==> src/rtl/uart_tx_fifo_if.sv <==
`default_nettype none
// ============================================================================
// Module   : uart_tx_fifo_if
// Purpose  : Push handshake between the bus adapter and the UART TX FIFO.
// Revision : 1.0 - initial release
// ============================================================================
interface uart_tx_fifo_if #(
    parameter int DATA_W = 8
);
    logic [DATA_W-1:0] tx_data;
    logic              req;
    logic              req_ack;

    modport master (output tx_data, output req, input req_ack);
    modport slave  (input tx_data, input req, output req_ack);
endinterface
`default_nettype wire

==> src/rtl/uart_tx_fifo.sv <==
`default_nettype none
// ============================================================================
// Module   : uart_tx_fifo
// Purpose  : UART transmitter fed by a DEPTH-entry FIFO, back-to-back frames.
// Revision : 1.0 - initial release
// ============================================================================
module uart_tx_fifo #(
    parameter int DATA_W = 8,
    parameter int BAUD_W = 16,
    parameter int DEPTH  = 4
) (
    input  logic                    clk,
    input  logic                    reset,
    uart_tx_fifo_if.slave           bus,
    input  logic [1:0]              stop,
    input  logic                    parity_en,
    input  logic                    parity_odd,
    input  logic [BAUD_W-1:0]       baudrate,
    output logic                    uart_tx,
    output logic                    busy,
    output logic [$clog2(DEPTH):0]  count
);
    localparam int              c_AW       = $clog2(DEPTH);
    localparam logic [c_AW:0]   c_FULL     = (c_AW+1)'(DEPTH);
    localparam logic [3:0]      c_LAST_BIT = 4'(DATA_W - 1);

    typedef enum logic [2:0] {
        S_IDLE   = 3'd0,
        S_START  = 3'd1,
        S_DATA   = 3'd2,
        S_PARITY = 3'd3,
        S_STOP   = 3'd4
    } state_t;

    state_t              r_state, w_state;
    logic [DATA_W-1:0]   r_mem [DEPTH];
    logic [c_AW-1:0]     r_wr_ptr, r_rd_ptr;
    logic [c_AW:0]       r_count, w_count;
    logic                r_req_ack;
    logic [DATA_W-1:0]   r_shift, w_shift;
    logic [BAUD_W-1:0]   r_timer, w_timer, r_bmax, w_bmax;
    logic [3:0]          r_bit, w_bit;
    logic [1:0]          r_nstop, w_nstop;
    logic                r_par_en, w_par_en, r_par_bit, w_par_bit;
    logic                r_tx, w_tx, r_busy, w_busy;
    logic                w_push, w_pop, w_start, w_tick;
    logic [DATA_W-1:0]   w_head;

    // Push legality looks only at registered state, so a held req is never double-pushed.
    assign w_push = bus.req & ~r_req_ack & (r_count < c_FULL);
    assign w_head = r_mem[r_rd_ptr];
    assign w_tick = (r_timer == r_bmax);

    always_comb begin
        w_state   = r_state;
        w_shift   = r_shift;
        w_bmax    = r_bmax;
        w_bit     = r_bit;
        w_nstop   = r_nstop;
        w_par_en  = r_par_en;
        w_par_bit = r_par_bit;
        w_tx      = r_tx;
        w_start   = 1'b0;
        w_pop     = 1'b0;
        w_timer   = (r_state == S_IDLE || w_tick) ? '0 : r_timer + BAUD_W'(1);

        case (r_state)
            S_IDLE: begin
                w_tx = 1'b1;
                if (r_count != '0) w_start = 1'b1;
            end
            S_START: begin
                if (w_tick) begin
                    w_state = S_DATA;
                    w_bit   = '0;
                    w_tx    = r_shift[0];
                end
            end
            S_DATA: begin
                if (w_tick) begin
                    if (r_bit == c_LAST_BIT) begin
                        w_bit = '0;
                        if (r_par_en) begin
                            w_state = S_PARITY;
                            w_tx    = r_par_bit;
                        end else begin
                            w_state = S_STOP;
                            w_tx    = 1'b1;
                        end
                    end else begin
                        w_bit   = r_bit + 4'd1;
                        w_shift = r_shift >> 1;
                        w_tx    = r_shift[1];
                    end
                end
            end
            S_PARITY: begin
                if (w_tick) begin
                    w_state = S_STOP;
                    w_bit   = '0;
                    w_tx    = 1'b1;
                end
            end
            S_STOP: begin
                if (w_tick) begin
                    if (r_bit == {2'b00, r_nstop - 2'd1}) begin
                        if (r_count != '0) begin
                            w_start = 1'b1;
                        end else begin
                            w_state = S_IDLE;
                            w_tx    = 1'b1;
                        end
                    end else begin
                        w_bit = r_bit + 4'd1;
                    end
                end
            end
            default: w_state = S_IDLE;
        endcase

        // Frame start: pop the head word and latch the line configuration.
        if (w_start) begin
            w_pop     = 1'b1;
            w_state   = S_START;
            w_timer   = '0;
            w_shift   = w_head;
            w_bmax    = (baudrate == '0) ? '0 : baudrate - BAUD_W'(1);
            w_nstop   = (stop == 2'd0) ? 2'd1 : stop;
            w_par_en  = parity_en;
            w_par_bit = (^w_head) ^ parity_odd;
            w_tx      = 1'b0;
        end

        w_count = r_count + {{c_AW{1'b0}}, w_push} - {{c_AW{1'b0}}, w_pop};
        w_busy  = (w_state != S_IDLE) || (w_count != '0);
    end

    always_ff @(posedge clk) begin
        if (reset) begin
            r_state   <= S_IDLE;
            r_wr_ptr  <= '0;
            r_rd_ptr  <= '0;
            r_count   <= '0;
            r_req_ack <= 1'b0;
            r_shift   <= '0;
            r_timer   <= '0;
            r_bmax    <= '0;
            r_bit     <= '0;
            r_nstop   <= 2'd1;
            r_par_en  <= 1'b0;
            r_par_bit <= 1'b0;
            r_tx      <= 1'b1;
            r_busy    <= 1'b0;
        end else begin
            r_state   <= w_state;
            r_wr_ptr  <= w_push ? r_wr_ptr + c_AW'(1) : r_wr_ptr;
            r_rd_ptr  <= w_pop  ? r_rd_ptr + c_AW'(1) : r_rd_ptr;
            r_count   <= w_count;
            r_req_ack <= w_push;
            r_shift   <= w_shift;
            r_timer   <= w_timer;
            r_bmax    <= w_bmax;
            r_bit     <= w_bit;
            r_nstop   <= w_nstop;
            r_par_en  <= w_par_en;
            r_par_bit <= w_par_bit;
            r_tx      <= w_tx;
            r_busy    <= w_busy;
        end
    end

    always_ff @(posedge clk) begin
        if (w_push) r_mem[r_wr_ptr] <= bus.tx_data;
    end

    assign bus.req_ack = r_req_ack;
    assign uart_tx     = r_tx;
    assign busy        = r_busy;
    assign count       = r_count;
endmodule
`default_nettype wire
==> src/flat_wrapper.sv <==
// flat-port wrapper written by rule: the top's interface ports become plain ports
module uart_tx_fifo_flat 
#(
    parameter int DATA_W = 8,
    parameter int BAUD_W = 16,
    parameter int DEPTH  = 4
)
  (clk, reset, stop, parity_en, parity_odd, baudrate, uart_tx, busy, count, bus_tx_data, bus_req, bus_req_ack);
  uart_tx_fifo_if #(.DATA_W(DATA_W)) bus_i ();
  input  logic clk;
  input  logic reset;
  input  logic [1:0] stop;
  input  logic parity_en;
  input  logic parity_odd;
  input  logic [BAUD_W-1:0] baudrate;
  output logic uart_tx;
  output logic busy;
  output logic [$clog2(DEPTH):0] count;
  input wire logic [$bits(bus_i.tx_data)-1:0] bus_tx_data;
  input wire logic [$bits(bus_i.req)-1:0] bus_req;
  output wire logic [$bits(bus_i.req_ack)-1:0] bus_req_ack;
  assign bus_i.tx_data = bus_tx_data;
  assign bus_i.req = bus_req;
  assign bus_req_ack = bus_i.req_ack;
  uart_tx_fifo #(.DATA_W(DATA_W), .BAUD_W(BAUD_W), .DEPTH(DEPTH)) u_core (.clk(clk), .reset(reset), .bus(bus_i), .stop(stop), .parity_en(parity_en), .parity_odd(parity_odd), .baudrate(baudrate), .uart_tx(uart_tx), .busy(busy), .count(count));
endmodule
==> config.mk <==
export PLATFORM = sky130hd
export DESIGN_NAME = uart_tx_fifo_flat
export DESIGN_NICKNAME = d
export VERILOG_FILES = /design/src/rtl/uart_tx_fifo_if.sv /design/src/rtl/uart_tx_fifo.sv /design/src/flat_wrapper.sv
export SDC_FILE = /design/constraint.sdc
export NUM_CORES = 1
export LEC_CHECK = 0
export BUFFER_PORTS_ARGS = -buffer_cell sky130_fd_sc_hd__buf_2
export CORE_ASPECT_RATIO = 0.5
export CORE_MARGIN = 1
export CORE_UTILIZATION = 30
export CTS_CLUSTER_DIAMETER = 80
export DETAILED_ROUTE_END_ITERATION = 10
export PLACE_DENSITY = 0.57
export SLEW_MARGIN = 20
export SYNTH_ARGS = -nofsm -noshare
export SYNTH_HDL_FRONTEND = slang
export SYNTH_SLANG_ARGS = --single-unit
==> constraint.sdc <==
create_clock -name clk -period 5.2 [get_ports clk]
set_input_delay 0.52 -clock clk [delete_from_list [all_inputs] [get_ports clk]]
set_output_delay 0.52 -clock clk [all_outputs]
set_load 0.1 [all_outputs]
; Yosys cells after proc, flatten, opt, wreduce, memory -nomap -nowiden
; Memory sizes are Yosys's and may differ from the RTL's. A register that Yosys moved wholly into a read port is not among the register bits.
; Cells that the tools add are included.
[op_classes]
add_sub_neg = 8
order_cmp = 1
n_eq_ne = 18
n_mux = 41
n_bitwise = 4
reduce_logical = 18
[ops]
columns = op, count
row1 = 2-to-1 mux 8 bit, 4
row2 = 2-to-1 mux 3 bit, 9
row3 = 2-to-1 mux 4 bit, 5
row4 = "adder 16 x 1 -> 16 bit, second input constant", 1
row5 = == test 16 bit, 1
row6 = logical NOT 16 bit, 1
row7 = 2-to-1 mux 16 bit, 1
row8 = "subtractor 16 x 1 -> 16 bit, second input constant", 1
row9 = 2-to-1 mux 1 bit, 15
row10 = "!= test 3 x 1 -> 1 bit, second input constant", 5
row11 = one-hot mux 3 bit (5 select lines), 1
row12 = one-hot mux 4 bit (3 select lines), 1
row13 = nonzero test 3 bit, 4
row14 = "!= test 2 x 1 -> 1 bit, second input constant", 4
row15 = parity 8 bit, 1
row16 = AND reduction 7 bit, 1
row17 = "== test 3 x 2 -> 1 bit, second input constant", 2
row18 = 2-to-1 mux 2 bit, 3
row19 = nonzero test 6 bit, 1
row20 = one-hot mux 1 bit (5 select lines), 1
row21 = AND reduction 5 bit, 1
row22 = "adder 2 x 1 -> 2 bit, second input constant", 2
row23 = "adder 4 x 1 -> 4 bit, second input constant", 1
row24 = == test 4 x 2 -> 1 bit, 1
row25 = other kinds (20), 23
[word_totals]
register_bits = 61
mem_bits_rw = 32
inputBits = 31
out_inout_bits = 6
elab_cells = 105
mem_count = 1
[memory_table]
columns = name, depth, word_bits, rd, rd_ports_with_merged_regs, write_ports, line_no
row1 = u_core.r_mem, 4, 8, 1, 1, 1, uart_tx_fifo.sv:36  ; logic [DATA_W-1:0] r_mem [DEPTH];

; Logic depth before layout (Yosys ltp)
; Gate-level depths: netlist of run 1.
[logic_depth]
depth_word = 9
depth_mapped = 14
mapped_depth_nobuf = 12

; Least setup slack after synthesis of run 1
; OpenSTA, ideal clock, no wires.
[synth_path]
path_type = reg2reg
start = register u_core.r_count[0] (netlist: u_core.count[0])
end = register u_core.r_busy (netlist: u_core.busy)
setup_time_ps = 139
arrival_ps = 3277
required_ps = 5061
slack_ps = 1784
stages_incl_launch_ff = 14
path_buffers = 2
period_less_slack_ps = 3416
cell_sequence = dfxtp_1 nor3_1 inv_1 nand2_1 clkbuf_1 clkbuf_1 nor2_1 xor2_1 ha_1 fa_1 xnor2_1 xnor2_1 o31ai_1 o2111ai_1
[synth_between]
elab_chain_cells = 9
elab_cells_between_ends = 18
cone_classes = add/sub: 2 / order compare: 1 / mux: 10 / bitwise: 1 / reduce/logical: 4
[synth_lines]
columns = element, line_no
row1 = start: declaration, uart_tx_fifo.sv:38  ; logic [c_AW:0] r_count, w_count;
row2 = start signal: assignment, uart_tx_fifo.sv:158  ; r_count <= w_count;
row3 = branches (longest 8 deep; another with less-than comparator 3 bit), -
row4 = logical OR 1 bit *, uart_tx_fifo.sv:135  ; w_busy = (w_state != S_IDLE) || (w_count != '0);
row5 = end signal: assignment, uart_tx_fifo.sv:168  ; r_busy <= w_busy;
row6 = end: declaration, uart_tx_fifo.sv:45  ; logic r_tx, w_tx, r_busy, w_busy;
; Mark *: on every way between the ends.
; A chain may end at the register's enable or synchronous reset.

; Final worst setup path of run 1
[layout_path]
start = register u_core.r_timer[8]
end = register u_core.r_busy (netlist: u_core.busy)
[layout_between]
elab_chain_cells = 7
elab_cells_between_ends = 14
cone_classes = add/sub: 1 / eq/ne: 1 / mux: 9 / reduce/logical: 3
[layout_lines]
columns = element, line_no
row1 = start: declaration, uart_tx_fifo.sv:41  ; logic [BAUD_W-1:0] r_timer, w_timer, r_bmax, w_bmax;
row2 = start signal: assignment, uart_tx_fifo.sv:161  ; r_timer <= w_timer;
row3 = == test 16 bit *, uart_tx_fifo.sv:52  ; assign w_tick = (r_timer == r_bmax);
row4 = 2-to-1 mux 1 bit, uart_tx_fifo.sv:105  ; if (w_tick) begin
row5 = one-hot mux 1 bit (2 select lines), uart_tx_fifo.sv:67  ; case (r_state)
row6 = 2-to-1 mux 1 bit, uart_tx_fifo.sv:122  ; if (w_start) begin
row7 = subtractor 3 x 1 -> 3 bit, uart_tx_fifo.sv:134  ; w_count = r_count + {{c_AW{1'b0}}, w_push} - {{c_AW{1'b0}}, w_pop};
row8 = nonzero test 3 bit, uart_tx_fifo.sv:135
row9 = logical OR 1 bit *, uart_tx_fifo.sv:135
; Mark *: on every way between the ends. The rest lies on a longest branch, timed or not.

==> impl_metrics.env, run 1 <==
export IMPL_worst_slew_pin_slew_ns=1.06
export IMPL_drc=0
export IMPL_ys_warn_count=0
export IMPL_peakVddDrop_mv=0.180
export IMPL_grt_overflow=0
export IMPL_post_cts_resized=0
export IMPL_critPathCaptureType="register"
export IMPL_cp_required_ns=5.40
export IMPL_vias=3309
export IMPL_grt_util_all_layers=0.129
export IMPL_utilization=0.355
export IMPL_area_delta_synth_final_pct=14.4
export IMPL_status="completed"
export IMPL_synth_seq_cells=95
export IMPL_hold_viol=0
export IMPL_dp_hpwl_um=6570
export IMPL_fp_dieH_um=88.8
export IMPL_cap_violations=0
export IMPL_synth_top_area_frac=0.279
export IMPL_die_area_sq_mm=0.0156
export IMPL_final_max_slew_violation_count=0
export IMPL_via_per_inst=4.99
export IMPL_synth_cell_type_count=50
export IMPL_core_sq_mm=0.0146
export IMPL_path_class="reg2reg"
export IMPL_cts_sinks=95
export IMPL_synth_nets=473
export IMPL_fin_skew_ns=0.00529
export IMPL_clockBufferDepth=2
export IMPL_cp_max_fo=44
export IMPL_grt_pass1_vias=3035
export IMPL_cts_root_buf="clkbuf_16"
export IMPL_nFillCells=1506
export IMPL_start_util=0.310
export IMPL_synth_area_per_cell_sq_um=10.4
export IMPL_firstDrtPassIters=4
export IMPL_ys_flop_type="dfxtp_1"
export IMPL_hold_class="in2reg"
export IMPL_arrival_ns=3.76
export IMPL_period_share=0.685
export IMPL_synth_edf_count=32
export IMPL_finalCriticalPeriod_ns=3.56
export IMPL_cts_made_buffers=9
export IMPL_grt_pass1_wl_um=15800
export IMPL_io_pins=37
export IMPL_clkTransAtPathRegs_ns=0.07
export IMPL_htree_num_levels=3
export IMPL_cts_setup_buffers=0
export IMPL_antenna_found_initial=0
export IMPL_finalSetupViolCount=0
export IMPL_holdBufCountCts=0
export IMPL_synth_seq_area_share=0.491
export IMPL_p_per_area_mw_per_mm2=517
export IMPL_rows=31
export IMPL_power_leakage_uw=0.00187
export IMPL_worstSkewPairLatency_ns=0.34
export IMPL_crit_path_start_kind="register"
export IMPL_cts_tree="done"
export IMPL_die_w_um=176
export IMPL_wl_um=9470
export IMPL_grt_max_degree=45
export IMPL_post_drt_wl_per_cell_um=14.3
export IMPL_drive_above_1_share=0.153
export IMPL_synthesis_area_sq_mm=0.00452
export IMPL_drt_iter0_markers=153
export IMPL_asyncSetResetFlopFracSynth=0
export IMPL_diodes=0
export IMPL_final_nets=500
export IMPL_finalSetupTns_ns=0
export IMPL_port_buffers=36
export IMPL_drtAntennaViolNets=0
export IMPL_slew_headroom=0.286
export IMPL_fmax_mhz=281
export IMPL_netlist_top_cell_by_area="dfxtp_1"
export IMPL_rsz0062_at_grt="no"
export IMPL_synth_cells=433
export IMPL_synth_area_leaders="dfxtp_1, edfxtp_1, xor2_1"
export IMPL_gp_congestion=0.815
-- worst paths after layout --
check | endpoint | start | slack [ns] | cells after the start
worst max-delay path | u_core.busy | u_core.r_timer[8] | 1.64 | 13
worst min-delay path | u_core.r_mem[0][4] | bus_tx_data[4] | 0.39 | 1
worst max register to register | u_core.busy | u_core.r_timer[8] | 1.64 | 13
worst min register to register | u_core.r_bmax[7] | u_core.r_bmax[7] | 0.49 | 2
-- cell families (layout without fill, tap and decap cells) --
| group | Yosys count | count (layout) | share of synthesized area |
|---|---|---|---|
| buffers and inverters | 37 | 69 | 0.0329 |
| muxes | 12 | 12 | 0.0489 |
| xor gates and xnor gates | 53 | 53 | 0.106 |
| and+or+nand+nor | 125 | 125 | 0.158 |
| AOI/OAI and AO/OA | 102 | 102 | 0.136 |
| adders and majority gates | 9 | 9 | 0.0265 |
| DFF | 95 | 95 | 0.491 |
-- report_power, final --
group	total, uW	switching (uW)	internal, uW	leakage [uW]
clock	636	301	335	0.000141
sequential	1040	118	920	0.000807
combinational	999	587	412	0.000926
total	2670	1010	1670	0.00187
-- critical path, stage by stage, from the launching register on --
cell       delay, ns
dfxtp_1         0.34
xor2_1          0.15
nor4_1          0.39
nand4_1         0.15
buf_4           0.21
o21a_2          0.46
nor2_1          0.38
xor2_1          0.12
ha_1            0.21
fa_1            0.38
xnor2_1         0.15
xnor2_1         0.14
o31ai_1         0.20
o2111ai_1       0.13
-- Yosys cell counts (9+ instances only) --
| master | instances |
|---|---|
| dfxtp_1 | 63 |
| o21ai_0 | 25 |
| nand2_1 | 14 |
| xnor2_1 | 20 |
| nor2_1 | 25 |
| nor2b_1 | 10 |
| nand3_1 | 12 |
| or3_1 | 10 |
| a21oi_1 | 42 |
| xor2_1 | 32 |
| or4_1 | 15 |
| edfxtp_1 | 32 |
| clkbuf_1 | 20 |
| and3_1 | 9 |
| inv_1 | 13 |
-- routing by layer --
| metal | vias to the layer above | wire (um) | track usage |
|---|---|---|---|
| met5 | - | 0 | 0 |
| met1 | 1595 | 4770 | 0.175 |
| li1 | 1653 | - | - |
| met3 | 6 | 359 | 0.0369 |
| met2 | 55 | 4250 | 0.206 |
| met4 | 0 | 90 | 0.0300 |
-- flip-flops by register name, summed over array words and instances (netlist names), named ones only --
register and count:
u_core.r_nstop 2, u_core.r_shift 8, u_core.r_par_bit 1, u_core.r_wr_ptr 2
u_core.r_bit 4, u_core.uart_tx 1, u_core.r_mem 32, u_core.busy 1
u_core.r_timer 16, u_core.count 3, u_core.r_par_en 1, u_core.r_bmax 16
u_core.r_rd_ptr 2, u_core.bus.req_ack 1, u_core.r_state 3
-- cell type report --
| cell class | count | area (sq um) | share of cell area |
|---|---|---|---|
| flip-flops and latches | 95 | 2220 | 0.429 |
| inverters | 13 | 48.8 | 0.00943 |
| multi-input cells | 301 | 2160 | 0.417 |
| well taps | 198 | 248 | 0.0479 |
| clock inverters | 7 | 63.8 | 0.0123 |
| repair buffers | 40 | 210 | 0.0406 |
| clock buffers | 9 | 225 | 0.0435 |
-- stage by stage --
step                hold slack, ns  cell area (sq um)  std cells  power, uW  setup slack, ns
finish                       0.387               5180        663       2670             1.64
global route                 0.382               5180        663       2840             1.34
CTS                          0.382               5180        663       2700             1.64
detailed placement           0.481               4890        647       2060             1.65
global placement             0.471               4890        647       2050             1.75
floorplan                    0.445               4520        433       1830             1.78
-- layout by cell type (no fill, tap or decap), types with 4 or more instances in the layout --
cell type  Yosys  final
and3_1         9      9
o211ai_1       8      8
o21ai_0       25     25
nor2b_1       10     10
or4_1         15     15
mux4_2         8      8
nand3_1       12     12
and2_1         7      7
a21oi_1       42     42
buf_2          2     36
a211oi_1       5      5
o31ai_1        4      4
xor2_1        32     32
buf_4          0      4
or3_1         10     10
nor3_1         7      6
nand2_1       14     14
xnor2_1       20     20
a32oi_1        7      7
inv_1         13     13
edfxtp_1      32     32
clkbuf_16      0      9
dfxtp_1       63     63
ha_1           8      8
nor2_1        25     25
(Power assumes the default switching activity.)
==> run 2, diff against run 1 <==
Settings changed: PLACE_DENSITY 0.57 to 0.58.
Clock period 5.2 ns to 3.2 ns, I/O delays scaled along.
==> impl_metrics.env, run 2 (synthesis gave the netlist of run 1 again) <==
export IMPL_diodes=0
export IMPL_internal_power_uw=2760
export IMPL_final_nets=507
export IMPL_regMostFlops="u_core.r_mem"
export IMPL_firstDrtPassIters=4
export IMPL_period_share=0.902
export IMPL_drc=0
export IMPL_r2r_slack_ns=0.31
export IMPL_final_cell_mix="dfxtp_1, a21oi_1, buf_2"
export IMPL_p_clk_frac=0.241
export IMPL_gp_congestion=0.771
export IMPL_switching_share=0.377
export IMPL_total_power_uw=4430
export IMPL_cp_max_fo=6
export IMPL_start_util=0.310
export IMPL_crit_path_start_kind="register"
export IMPL_finalSetupViolCount=0
export IMPL_cts_root_buf="clkbuf_16"
export IMPL_fp_dieH_um=88.8
export IMPL_post_drt_wl_per_cell_um=13.9
export IMPL_drt_iter0_markers=172
export IMPL_power_leakage_uw=0.00192
export IMPL_grt_max_degree=41
export IMPL_worstSkewPairLatency_ns=0.35
export IMPL_die_w_um=176
export IMPL_finalCriticalPeriod_ns=2.89
export IMPL_fmax_mhz=346
export IMPL_critPathCaptureType="register"
export IMPL_clkTransAtPathRegs_ns=0.08
export IMPL_grt_pass1_wl_um=15300
export IMPL_grt_pass1_vias=3046
export IMPL_die_area_sq_mm=0.0156
export IMPL_peakVddDrop_mv=0.299
export IMPL_clockBufferDepth=2
export IMPL_nFillCells=1499
export IMPL_core_sq_mm=0.0146
export IMPL_reg_top3="u_core.r_mem: 32 flops, u_core.r_bmax: 16 flops, u_core.r_timer: 16 flops"
export IMPL_p_sw_uw=1670
export IMPL_antenna_found_initial=0
export IMPL_grt_overflow=0
export IMPL_drtAntennaViolNets=0
export IMPL_cap_violations=0
export IMPL_cts_sinks=95
export IMPL_cts_made_buffers=9
export IMPL_wl_um=9340
export IMPL_setup_slack_ns=0.313
export IMPL_slew_headroom=0.632
export IMPL_dp_hpwl_um=6570
export IMPL_htree_num_levels=3
export IMPL_path_class="reg2reg"
export IMPL_crit_chain="xor2_1 > nor4_2 > nand4_1 > o21a_2 > nor2_1 > xor2_1 > ha_1 > fa_1 > xnor2_1 > xnor2_1 > o31ai_1 > o2111ai_1"
export IMPL_grt_util_all_layers=0.128
export IMPL_area_delta_synth_final_pct=16.0
export IMPL_fin_skew_ns=0.0131
export IMPL_final_max_slew_violation_count=0
export IMPL_worst_slew_pin_slew_ns=0.545
export IMPL_arrival_ns=3.10
export IMPL_vias=3224
export IMPL_port_buffers=36
export IMPL_rsz0062_at_grt="no"
export IMPL_seqPwrFrac=0.379
export IMPL_via_per_inst=4.81
export IMPL_pre_cts_slack_ns=0.175
export IMPL_critPathSlowestCell="nor4_2"
export IMPL_p_per_area_mw_per_mm2=845
export IMPL_power_frac_comb=0.381
export IMPL_rows=31
export IMPL_io_pins=37
export IMPL_slowest_delay_ns=0.37
export IMPL_status="completed"
export IMPL_final_common_cell="dfxtp_1"
export IMPL_cp_required_ns=3.41
export IMPL_drive_above_1_share=0.176
export IMPL_hold_class="in2reg"
export IMPL_cts_tree="done"
export IMPL_hold_viol=0
export IMPL_largest_reg_flops=32
export IMPL_finalSetupTns_ns=0
run 2: power by group through the flow:
stage / sequential, uW / combinational (uW) / clock [uW]
after floorplan: 1830 / 1160 / 0
after global placement: 1710 / 1680 / 0
after detailed placement: 1710 / 1690 / 0
after CTS: 1680 / 1700 / 1100
after global routing: 1720 / 1870 / 1150
final: 1680 / 1690 / 1070
run 2: final timing paths:
check / start / cells past startpoint / to
setup / recovery: u_core.r_timer[8] / 12 / u_core.busy
hold / removal: bus_tx_data[4] / 1 / u_core.r_mem[2][4]
setup reg to reg: u_core.r_timer[8] / 12 / u_core.busy
hold reg to reg: u_core.r_par_bit / 2 / u_core.r_par_bit
run 2: through the flow:
step	instance area, sq um	hold slack (ns)	util	cells
6_report	5250	0.179	0.360	670
5_1_grt	5250	0.172	0.360	670
3_3_place_gp	4940	0.461	0.339	654
2_1_floorplan	4530	0.419	-	433
3_5_place_dp	4940	0.468	0.339	654
4_1_cts	5240	0.171	0.359	670
run 2: final cells by class:
type	count	area [sq um]	share of cell area
Inverter	13	48.8	0.00929
Sequential cell	95	2230	0.424
Tap cell	198	248	0.0472
Clock inverter	7	68.8	0.0131
Clock buffer	9	225	0.0429
Multi-Input combinational cell	301	2170	0.413
Timing Repair Buffer	47	263	0.0500
run 2: worst max-delay path, delay by kind of cell (launching register included):
kind / cells / cell delay, ns
AOI/OAI and AO/OA: 3 / 0.61
adders and majority gates: 2 / 0.56
DFF: 1 / 0.33
and+or+nand+nor: 3 / 0.71
xor gates and xnor gates: 4 / 0.54
run 2: what timing repair did:
action                     4_1_cts  5_1_grt
setup buffers                    0        0
hold buffers                     0        0
gates resized for setup          0        2
setup endpoints to repair        0        1
run 2: per-layer routing:
layer  up-vias  track usage  routed length [um]
met3         7       0.0322                 243
met2        38        0.217                4380
li1       1664            -                   -
met1      1515        0.162                4620
met4         0       0.0403                 100
met5         -            0                   0
